==> config.mk <==
export PLATFORM = sky130hd
export DESIGN_NAME = multicycle_processor_flat
export DESIGN_NICKNAME = d
export VERILOG_FILES = /design/src/rtl/multicycle_processor_pkg.sv /design/src/rtl/multicycle_processor_if.sv /design/src/rtl/multicycle_processor_alu.sv /design/src/rtl/multicycle_processor.sv /design/src/flat_wrapper.sv
export SDC_FILE = /design/constraint.sdc
export NUM_CORES = 1
export LEC_CHECK = 0
export CORE_MARGIN = 4
export CORE_UTILIZATION = 25
export CTS_BUF_LIST = sky130_fd_sc_hd__clkbuf_8
export DETAILED_ROUTE_END_ITERATION = 8
export SYNTH_ARGS = -nofsm -noshare
export SYNTH_HDL_FRONTEND = slang
export SYNTH_SLANG_ARGS = --single-unit
==> constraint.sdc <==
create_clock -name clk1 -period 5.6 [get_ports clk1]
set_clock_uncertainty 0.05 [all_clocks]
set_input_delay 0.56 -clock clk1 [delete_from_list [all_inputs] [get_ports clk1]]
set_output_delay 0.56 -clock clk1 [all_outputs]
set_load 0.01 [all_outputs]
==> src/rtl/multicycle_processor_pkg.sv <==
// Shared definitions for the multicycle processor: opcodes, FSM state type
// and the instruction-width derivation used by the top, the ALU and the
// bus interface.
package multicycle_processor_pkg;

    // Opcode field values (top three bits of every instruction)
    localparam logic [2:0] OP_ADD = 3'b000;
    localparam logic [2:0] OP_SUB = 3'b001;
    localparam logic [2:0] OP_AND = 3'b010;
    localparam logic [2:0] OP_OR  = 3'b011;
    localparam logic [2:0] OP_MOV = 3'b100;
    localparam logic [2:0] OP_BRZ = 3'b100;  // same encoding, selected at build time
    localparam logic [2:0] OP_HLT = 3'b101;
    localparam logic [2:0] OP_XOR = 3'b110;
    localparam logic [2:0] OP_NOT = 3'b111;

    typedef enum logic [2:0] {
        ST_IDLE,
        ST_FETCH,
        ST_DECODE,
        ST_EXEC,
        ST_WB,
        ST_HALT
    } state_t;

    // Instruction is op | rd | rs
    function automatic int instr_width(input int reg_addr_w);
        return 3 + 2 * reg_addr_w;
    endfunction

    // Only true ALU operations refresh the zero flag
    function automatic logic updates_zflag(input logic [2:0] op);
        return (op != OP_MOV) && (op != OP_HLT);
    endfunction

endpackage

==> src/rtl/multicycle_processor_if.sv <==
// Host-side bus of the multicycle processor: start pulse, instruction-memory
// and register preload write ports, register readback and status outputs.
interface multicycle_processor_if
    import multicycle_processor_pkg::*;
#(
    parameter int DATA_W     = 16,
    parameter int REG_ADDR_W = 3,
    parameter int IMEM_AW    = 6
) ();

    localparam int INSTR_W = instr_width(REG_ADDR_W);

    logic                  start;
    logic                  imem_we;
    logic [IMEM_AW-1:0]    imem_addr;
    logic [INSTR_W-1:0]    imem_wdata;
    logic                  reg_we;
    logic [REG_ADDR_W-1:0] reg_addr;
    logic [DATA_W-1:0]     reg_wdata;
    logic [REG_ADDR_W-1:0] dbg_addr;
    logic [DATA_W-1:0]     dbg_data;
    logic                  busy;
    logic                  halted;
    logic [IMEM_AW-1:0]    pc;
    logic                  zflag;

    modport master (
        output start, imem_we, imem_addr, imem_wdata,
        output reg_we, reg_addr, reg_wdata, dbg_addr,
        input  dbg_data, busy, halted, pc, zflag
    );

    modport slave (
        input  start, imem_we, imem_addr, imem_wdata,
        input  reg_we, reg_addr, reg_wdata, dbg_addr,
        output dbg_data, busy, halted, pc, zflag
    );

endinterface

==> src/rtl/multicycle_processor_alu.sv <==
// Combinational ALU of the multicycle processor. Arithmetic wraps modulo
// 2**DATA_W; carry and borrow are discarded.
module processor_alu
    import multicycle_processor_pkg::*;
#(
    parameter int DATA_W = 16
) (
    input  logic [2:0]               op,
    input  logic signed [DATA_W-1:0] a,
    input  logic signed [DATA_W-1:0] b,
    output logic signed [DATA_W-1:0] result,
    output logic                     zero
);

    // Operation select and zero detect
    always_comb begin
        result = '0;
        case (op)
            OP_ADD:  result = a + b;
            OP_SUB:  result = a - b;
            OP_AND:  result = a & b;
            OP_OR:   result = a | b;
            OP_MOV:  result = b;
            OP_XOR:  result = a ^ b;
            OP_NOT:  result = ~b;
            default: result = '0;
        endcase
        zero = (result == '0);
    end

endmodule

==> src/rtl/multicycle_processor.sv <==
// Multicycle processor top: FSM (FETCH/DECODE/EXEC/WB), register file,
// instruction memory and PC. Each non-halting instruction takes four cycles.
// Build option MULTICYCLE_PROCESSOR_BRZ_EN turns opcode 100 from MOV into a
// PC-relative branch-if-zero with a signed {rd,rs} offset.
module multicycle_processor
    import multicycle_processor_pkg::*;
#(
    parameter int DATA_W     = 16,
    parameter int REG_ADDR_W = 3,
    parameter int IMEM_AW    = 6
) (
    input  logic                   clk1,
    input  logic                   rst,
    multicycle_processor_if.slave  bus
);

    localparam int INSTR_W = instr_width(REG_ADDR_W);
    localparam int NREGS   = 2 ** REG_ADDR_W;
    localparam int IMEM_D  = 2 ** IMEM_AW;
    localparam int OFF_W   = 2 * REG_ADDR_W;

    state_t state_q, state_d;

    logic [IMEM_AW-1:0]       pc_q;
    logic [IMEM_AW-1:0]       pc_next;
    logic                     zflag_q;
    logic [INSTR_W-1:0]       ir_p0;
    logic signed [DATA_W-1:0] a_p1;
    logic signed [DATA_W-1:0] b_p1;
    logic signed [DATA_W-1:0] res_p2;

    logic signed [DATA_W-1:0] regs [NREGS];
    logic [INSTR_W-1:0]       imem [IMEM_D];

    logic [2:0]               op_w;
    logic [REG_ADDR_W-1:0]    rd_w;
    logic [REG_ADDR_W-1:0]    rs_w;
    logic signed [DATA_W-1:0] alu_res;
    logic                     alu_zero;
    logic                     busy_w;
    logic                     wb_writes_rd;

    assign op_w = ir_p0[INSTR_W-1 -: 3];
    assign rd_w = ir_p0[OFF_W-1 -: REG_ADDR_W];
    assign rs_w = ir_p0[REG_ADDR_W-1:0];

    assign busy_w = (state_q == ST_FETCH) || (state_q == ST_DECODE) ||
                    (state_q == ST_EXEC)  || (state_q == ST_WB);

    processor_alu #(.DATA_W(DATA_W)) u_alu (
        .op     (op_w),
        .a      (a_p1),
        .b      (b_p1),
        .result (alu_res),
        .zero   (alu_zero)
    );

`ifdef MULTICYCLE_PROCESSOR_BRZ_EN
    logic signed [OFF_W-1:0] br_off;
    logic [IMEM_AW-1:0]      br_off_ext;

    assign br_off     = ir_p0[OFF_W-1:0];
    assign br_off_ext = IMEM_AW'(br_off);
    assign wb_writes_rd = (op_w != OP_BRZ) && (op_w != OP_HLT);

    // Next PC: taken branch adds the sign-extended offset, otherwise step by one
    always_comb begin
        pc_next = pc_q + IMEM_AW'(1);
        if (op_w == OP_BRZ && zflag_q) begin
            pc_next = pc_q + br_off_ext;
        end
    end
`else
    assign wb_writes_rd = (op_w != OP_HLT);

    // Next PC: sequential step, wrapping at the top of instruction memory
    always_comb begin
        pc_next = pc_q + IMEM_AW'(1);
    end
`endif

    // FSM state register
    always_ff @(posedge clk1) begin
        if (rst) begin
            state_q <= ST_IDLE;
        end else begin
            state_q <= state_d;
        end
    end

    // FSM next-state logic
    always_comb begin
        state_d = state_q;
        case (state_q)
            ST_IDLE,
            ST_HALT:   if (bus.start) state_d = ST_FETCH;
            ST_FETCH:  state_d = ST_DECODE;
            ST_DECODE: state_d = ST_EXEC;
            ST_EXEC:   state_d = (op_w == OP_HLT) ? ST_HALT : ST_WB;
            ST_WB:     state_d = ST_FETCH;
            default:   state_d = ST_IDLE;
        endcase
    end

    // Control state: PC, instruction register and zero flag
    always_ff @(posedge clk1) begin
        if (rst) begin
            pc_q    <= '0;
            ir_p0   <= '0;
            zflag_q <= 1'b0;
        end else begin
            case (state_q)
                ST_IDLE,
                ST_HALT:  if (bus.start) pc_q <= '0;
                ST_FETCH: ir_p0 <= imem[pc_q];
                ST_EXEC:  if (updates_zflag(op_w)) zflag_q <= alu_zero;
                ST_WB:    pc_q <= pc_next;
                default:  ;
            endcase
        end
    end

    // Operand and result latches; contents are don't-care outside their stage
    always_ff @(posedge clk1) begin
        if (state_q == ST_DECODE) begin
            a_p1 <= regs[rd_w];
            b_p1 <= regs[rs_w];
        end
        if (state_q == ST_EXEC) begin
            res_p2 <= alu_res;
        end
    end

    // Register file: host preload while idle, writeback while running
    always_ff @(posedge clk1) begin
        if (rst) begin
            for (int i = 0; i < NREGS; i++) begin
                regs[i] <= '0;
            end
        end else if (!busy_w && bus.reg_we) begin
            regs[bus.reg_addr] <= bus.reg_wdata;
        end else if (state_q == ST_WB && wb_writes_rd) begin
            regs[rd_w] <= res_p2;
        end
    end

    // Instruction memory: host writes while idle; contents survive reset
    always_ff @(posedge clk1) begin
        if (!rst && !busy_w && bus.imem_we) begin
            imem[bus.imem_addr] <= bus.imem_wdata;
        end
    end

    assign bus.busy     = busy_w;
    assign bus.halted   = (state_q == ST_HALT);
    assign bus.pc       = pc_q;
    assign bus.zflag    = zflag_q;
    assign bus.dbg_data = regs[bus.dbg_addr];

endmodule

==> src/flat_wrapper.sv <==
// flat-port wrapper written by rule: the top's interface ports become plain ports
module multicycle_processor_flat import multicycle_processor_pkg::*;
#(
    parameter int DATA_W     = 16,
    parameter int REG_ADDR_W = 3,
    parameter int IMEM_AW    = 6
)
  (clk1, rst, bus_start, bus_imem_we, bus_imem_addr, bus_imem_wdata, bus_reg_we, bus_reg_addr, bus_reg_wdata, bus_dbg_addr, bus_dbg_data, bus_busy, bus_halted, bus_pc, bus_zflag);
  multicycle_processor_if #(.DATA_W(DATA_W), .REG_ADDR_W(REG_ADDR_W), .IMEM_AW(IMEM_AW)) bus_i ();
  input  logic clk1;
  input  logic rst;
  input wire logic [$bits(bus_i.start)-1:0] bus_start;
  input wire logic [$bits(bus_i.imem_we)-1:0] bus_imem_we;
  input wire logic [$bits(bus_i.imem_addr)-1:0] bus_imem_addr;
  input wire logic [$bits(bus_i.imem_wdata)-1:0] bus_imem_wdata;
  input wire logic [$bits(bus_i.reg_we)-1:0] bus_reg_we;
  input wire logic [$bits(bus_i.reg_addr)-1:0] bus_reg_addr;
  input wire logic [$bits(bus_i.reg_wdata)-1:0] bus_reg_wdata;
  input wire logic [$bits(bus_i.dbg_addr)-1:0] bus_dbg_addr;
  output wire logic [$bits(bus_i.dbg_data)-1:0] bus_dbg_data;
  output wire logic [$bits(bus_i.busy)-1:0] bus_busy;
  output wire logic [$bits(bus_i.halted)-1:0] bus_halted;
  output wire logic [$bits(bus_i.pc)-1:0] bus_pc;
  output wire logic [$bits(bus_i.zflag)-1:0] bus_zflag;
  assign bus_i.start = bus_start;
  assign bus_i.imem_we = bus_imem_we;
  assign bus_i.imem_addr = bus_imem_addr;
  assign bus_i.imem_wdata = bus_imem_wdata;
  assign bus_i.reg_we = bus_reg_we;
  assign bus_i.reg_addr = bus_reg_addr;
  assign bus_i.reg_wdata = bus_reg_wdata;
  assign bus_i.dbg_addr = bus_dbg_addr;
  assign bus_dbg_data = bus_i.dbg_data;
  assign bus_busy = bus_i.busy;
  assign bus_halted = bus_i.halted;
  assign bus_pc = bus_i.pc;
  assign bus_zflag = bus_i.zflag;
  multicycle_processor #(.DATA_W(DATA_W), .REG_ADDR_W(REG_ADDR_W), .IMEM_AW(IMEM_AW)) u_core (.clk1(clk1), .rst(rst), .bus(bus_i));
endmodule
==> impl_metrics.yaml <==
status:
  outcome: "completed"
placed_design:
  place_inst: 3678
  estimated_wirelength_of_the_detail_placed_design_um: 56500
  buffer_ports.inserted: 66
  pre_cts_slack_ps: 1510
  place.gp.congestion: 0.821
drt:
  detailed_route_vias_per_instance: 4.77
  detail_route.wirelength_um: 89600
  drt_pre_antenna_iters: 7
  antenna_left: 0
  vias: 18540
  remaining_drc_errors: 0
  routedWlPerCell_um: 23.1
  drt_first_iter_violations: 1902
floorplan:
  core_region_area_um2: 136000
  die_width_um: 379
  die-area_um2: 144000
  die_y_um: 379
  rows: 135
  start_util_pct: 25.3
  pin_count: 67
yosys:
  synthesis.area_um2: 34400
  synth_fa_ha_area_share_pct: 1.87
  largest_family_of_logic_cells_by_synthesized_area: "multiplexers"
  synth.avg_cell_area_um2: 18.1
  synth_xor_area_share_pct: 0.610
  syn_nets: 1992
  synthesized_netlist_cell_count: 1900
  post_synth_mux_area_share_pct: 21.1
  postSynth.topFlopCell: "sky130_fd_sc_hd__edfxtp_1"
  synth_compound_gate_area_share_pct: 3.12
  synth.lib_cells_used.distinct: 68
  synth_simple_gate_area_share_pct: 4.74
  edff_count_synth: 752
  yosys_warnings: 0
  part_of_the_yosys_area_used_for_sequential_elements_pct: 66.7
  yosys_register_bits: 771
  synth-async-reset-ratio_pct: 0
timing:
  min_period_over_period_pct: 75.2
  fin_ws_ps: 1390
  worst_slew_pin_slew_ps: 1240
  rsz_0062_raised_after_global_routing: "no"
  final.setup.tns_ps: 0
  drv_slew: 0
  timing.hold.ws_ps: 216
  fmaxAchievable_mhz: 237
  timing.slew.headroom_pct: 17.4
  min_period_ps: 4210
  final-setup-viol-count: 0
  hold_viol: 0
setup_path:
  crit_fanout: 6
  endpoint_of_the_worst_slack_reg_to_reg_timing_path: "u_core.bus.zflag"
  crit_path_start_kind: "register"
  crit_slowest_cell: "sky130_fd_sc_hd__nor4_1"
  critical_path_class: "register to register"
  timing.reg2reg.worst_path_depth: 13
  critical_path.top_delay_family: "simple AND/OR/NAND/NOR gates"
  regToRegStartpoint: "u_core.b_p1[2]"
  worst-r2r-setup-slack_ps: 1390
  setup.worst_path.end_class: "register"
  crit_arrival_ps: 4900
  crit_required_ps: 6280
  critical_path.n_buffers_inverters: 0
  critical_path_s_largest_stage_delay_ps: 570
  crit_path_cell_trace: "nor4_1 -> nand4_1 -> o41ai_1 -> xnor2_1 -> ha_1 -> and3_1 -> nand4_1 -> a211oi_1 -> o31a_1 -> o31a_1 -> o2111ai_1 -> or4_1 -> o21ai_1"
global_route:
  grt.overflow.total: 0
  initial_antenna_violation_count: 3
  number_of_global_route_vias_before_repair: 18824
  grt_pass1_wl_um: 129000
  grt_max_degree: 65
  grt.total_usage_pct: 12.3
power:
  power_per_cell_area_nw_per_um2: 307
  static-leakage-power_nw: 12.2
  finalPower_mw: 12.1
  ir_drop_uv: 192
layout:
  layout_commonest_cell: "sky130_fd_sc_hd__edfxtp_1"
  finish.net_count: 2101
  drive_above_1_share_pct: 26.1
  fillCellCount: 13477
  area.sequential_um2: 23000
  number_of_non_filler_instances_in_the_completed_layout: 3883
  multi_input_comb_area_um2: 10800
  layout_area_growth_over_synthesis_pct: 14.4
  mostFrequentLayoutCells: "sky130_fd_sc_hd__edfxtp_1 (752), sky130_fd_sc_hd__mux4_2 (276), sky130_fd_sc_hd__nor2_1 (225), sky130_fd_sc_hd__clkbuf_8 (113), sky130_fd_sc_hd__inv_1 (80)"
clock_network:
  post_cts_buffers: 0
  clockBufferDepth: 3
  clock_insertion_delay_worst_skew_ps: 820
  cts_resized: 0
  clockRootBuffer: "sky130_fd_sc_hd__clkbuf_8"
  path_clk_slew_ps: 70
  tritoncts.num_buffers: 110
  clkSinkCount: 771
  h_tree_depth_reported_by_cts: 3
  post_cts_hold_buffer_count: 0
  cts_tree: "done"
worst_hold_path:
  timing.hold.worst.start: "bus_imem_wdata[3]"
  min-delay-path-class: "primary input to register"
  timing.hold.worst_endpoint: "u_core.imem[62][3]"
  hold_depth: 1
flow_run:
  max_cap_viol_count: 0
==> cells by family after synthesis <==
group           Yosys count
compound gates          152
flops                   771
buf+inv                 160
simple gates            368
xor+xnor                 24
mux                     374
fa+ha+maj                51
==> cell type report <==
class,count,share of cell area [%]
inverter,51,0.492
clock buffer,113,3.95
tap,1781,5.66
multi-input combinational,969,27.5
sequential,771,58.3
timing repair buffer,106,2.47
clock inverter,90,1.58
antenna,2,0.0127
==> worst max path at each step <==
stage               startpoint                to  slack (ps)  cells after the start
2_1_floorplan  u_core.ir_p0[8]  u_core.bus.zflag        1570                     17
3_3_place_gp    u_core.b_p1[2]  u_core.bus.zflag        1550                     13
3_5_place_dp    u_core.b_p1[2]  u_core.bus.zflag        1510                     13
4_1_cts         u_core.b_p1[2]  u_core.bus.zflag        1480                     13
5_1_grt         u_core.b_p1[2]  u_core.bus.zflag        1020                     12
6_report        u_core.b_p1[2]  u_core.bus.zflag        1390                     13
==> flip-flops by register name, indices dropped and copies added, names as in the netlist <==
| name | count |
|---|---|
| u_core.imem | 576 |
| u_core.ir_p0 | 9 |
| u_core.res_p2 | 16 |
| u_core.b_p1 | 16 |
| u_core.regs | 128 |
| u_core.bus.pc | 6 |
| u_core.bus.zflag | 1 |
| u_core.a_p1 | 16 |
| u_core.state_q | 3 |
==> routing by layer <==
layer,vias to the layer above,global-route usage (%),share of wire [%]
met5,-,0.480,0.13
met4,6,3.38,2.2
met3,135,3.66,8.9
met2,720,19.5,47
met1,9720,16.4,42
li1,7959,-,-
==> metrics by stage <==
step,utilization (%),instance area (um2)
2_1_floorplan,-,34400
3_3_place_gp,27.3,37200
3_5_place_dp,27.3,37200
4_1_cts,28.9,39400
5_1_grt,28.9,39400
6_report,28.9,39400
==> synth_stat cells, types with 6 or more instances <==
cell type / count / area [um2]
sky130_fd_sc_hd__nor2b_1: 13 / 81.3
sky130_fd_sc_hd__nor2_1: 225 / 845
sky130_fd_sc_hd__o221ai_1: 9 / 78.8
sky130_fd_sc_hd__nor3_1: 10 / 50.1
sky130_fd_sc_hd__nand3b_1: 8 / 60.1
sky130_fd_sc_hd__and2_1: 6 / 37.5
sky130_fd_sc_hd__clkbuf_1: 54 / 203
sky130_fd_sc_hd__o22ai_1: 9 / 56.3
sky130_fd_sc_hd__dfxtp_1: 19 / 380
sky130_fd_sc_hd__edfxtp_1: 752 / 22600
sky130_fd_sc_hd__mux2i_1: 44 / 440
sky130_fd_sc_hd__nand2_1: 48 / 180
sky130_fd_sc_hd__mux4_2: 276 / 6220
sky130_fd_sc_hd__inv_1: 49 / 184
sky130_fd_sc_hd__o21ai_0: 20 / 100
sky130_fd_sc_hd__nand2b_1: 17 / 106
sky130_fd_sc_hd__buf_2: 22 / 110
sky130_fd_sc_hd__a32o_1: 9 / 90.1
sky130_fd_sc_hd__a21o_1: 9 / 67.6
sky130_fd_sc_hd__ha_1: 49 / 613
sky130_fd_sc_hd__mux2_2: 54 / 608
sky130_fd_sc_hd__buf_1: 29 / 109
sky130_fd_sc_hd__xnor2_1: 21 / 184
sky130_fd_sc_hd__a211oi_1: 10 / 75.1
sky130_fd_sc_hd__a21oi_1: 31 / 155
sky130_fd_sc_hd__nand3_1: 10 / 50.1
==> worst reg2reg max path, delay by kind of cell (launching register included) <==
kind | cells | cell delay [ps]
and+or+nand+nor | 5 | 1660
AOI/OAI and AO/OA | 6 | 1430
DFF | 1 | 500
adders and majority gates | 1 | 400
xor gates and xnor gates | 1 | 120
==> report_power, final <==
group,total (mW),internal [mW],leakage [nW],switching [mW]
registers,6.52,6.44,7.10,0.0827
clock network,4.50,2.23,1.23,2.27
logic,1.06,0.437,3.84,0.619
No activity file was read; power rests on OpenSTA's default activity.
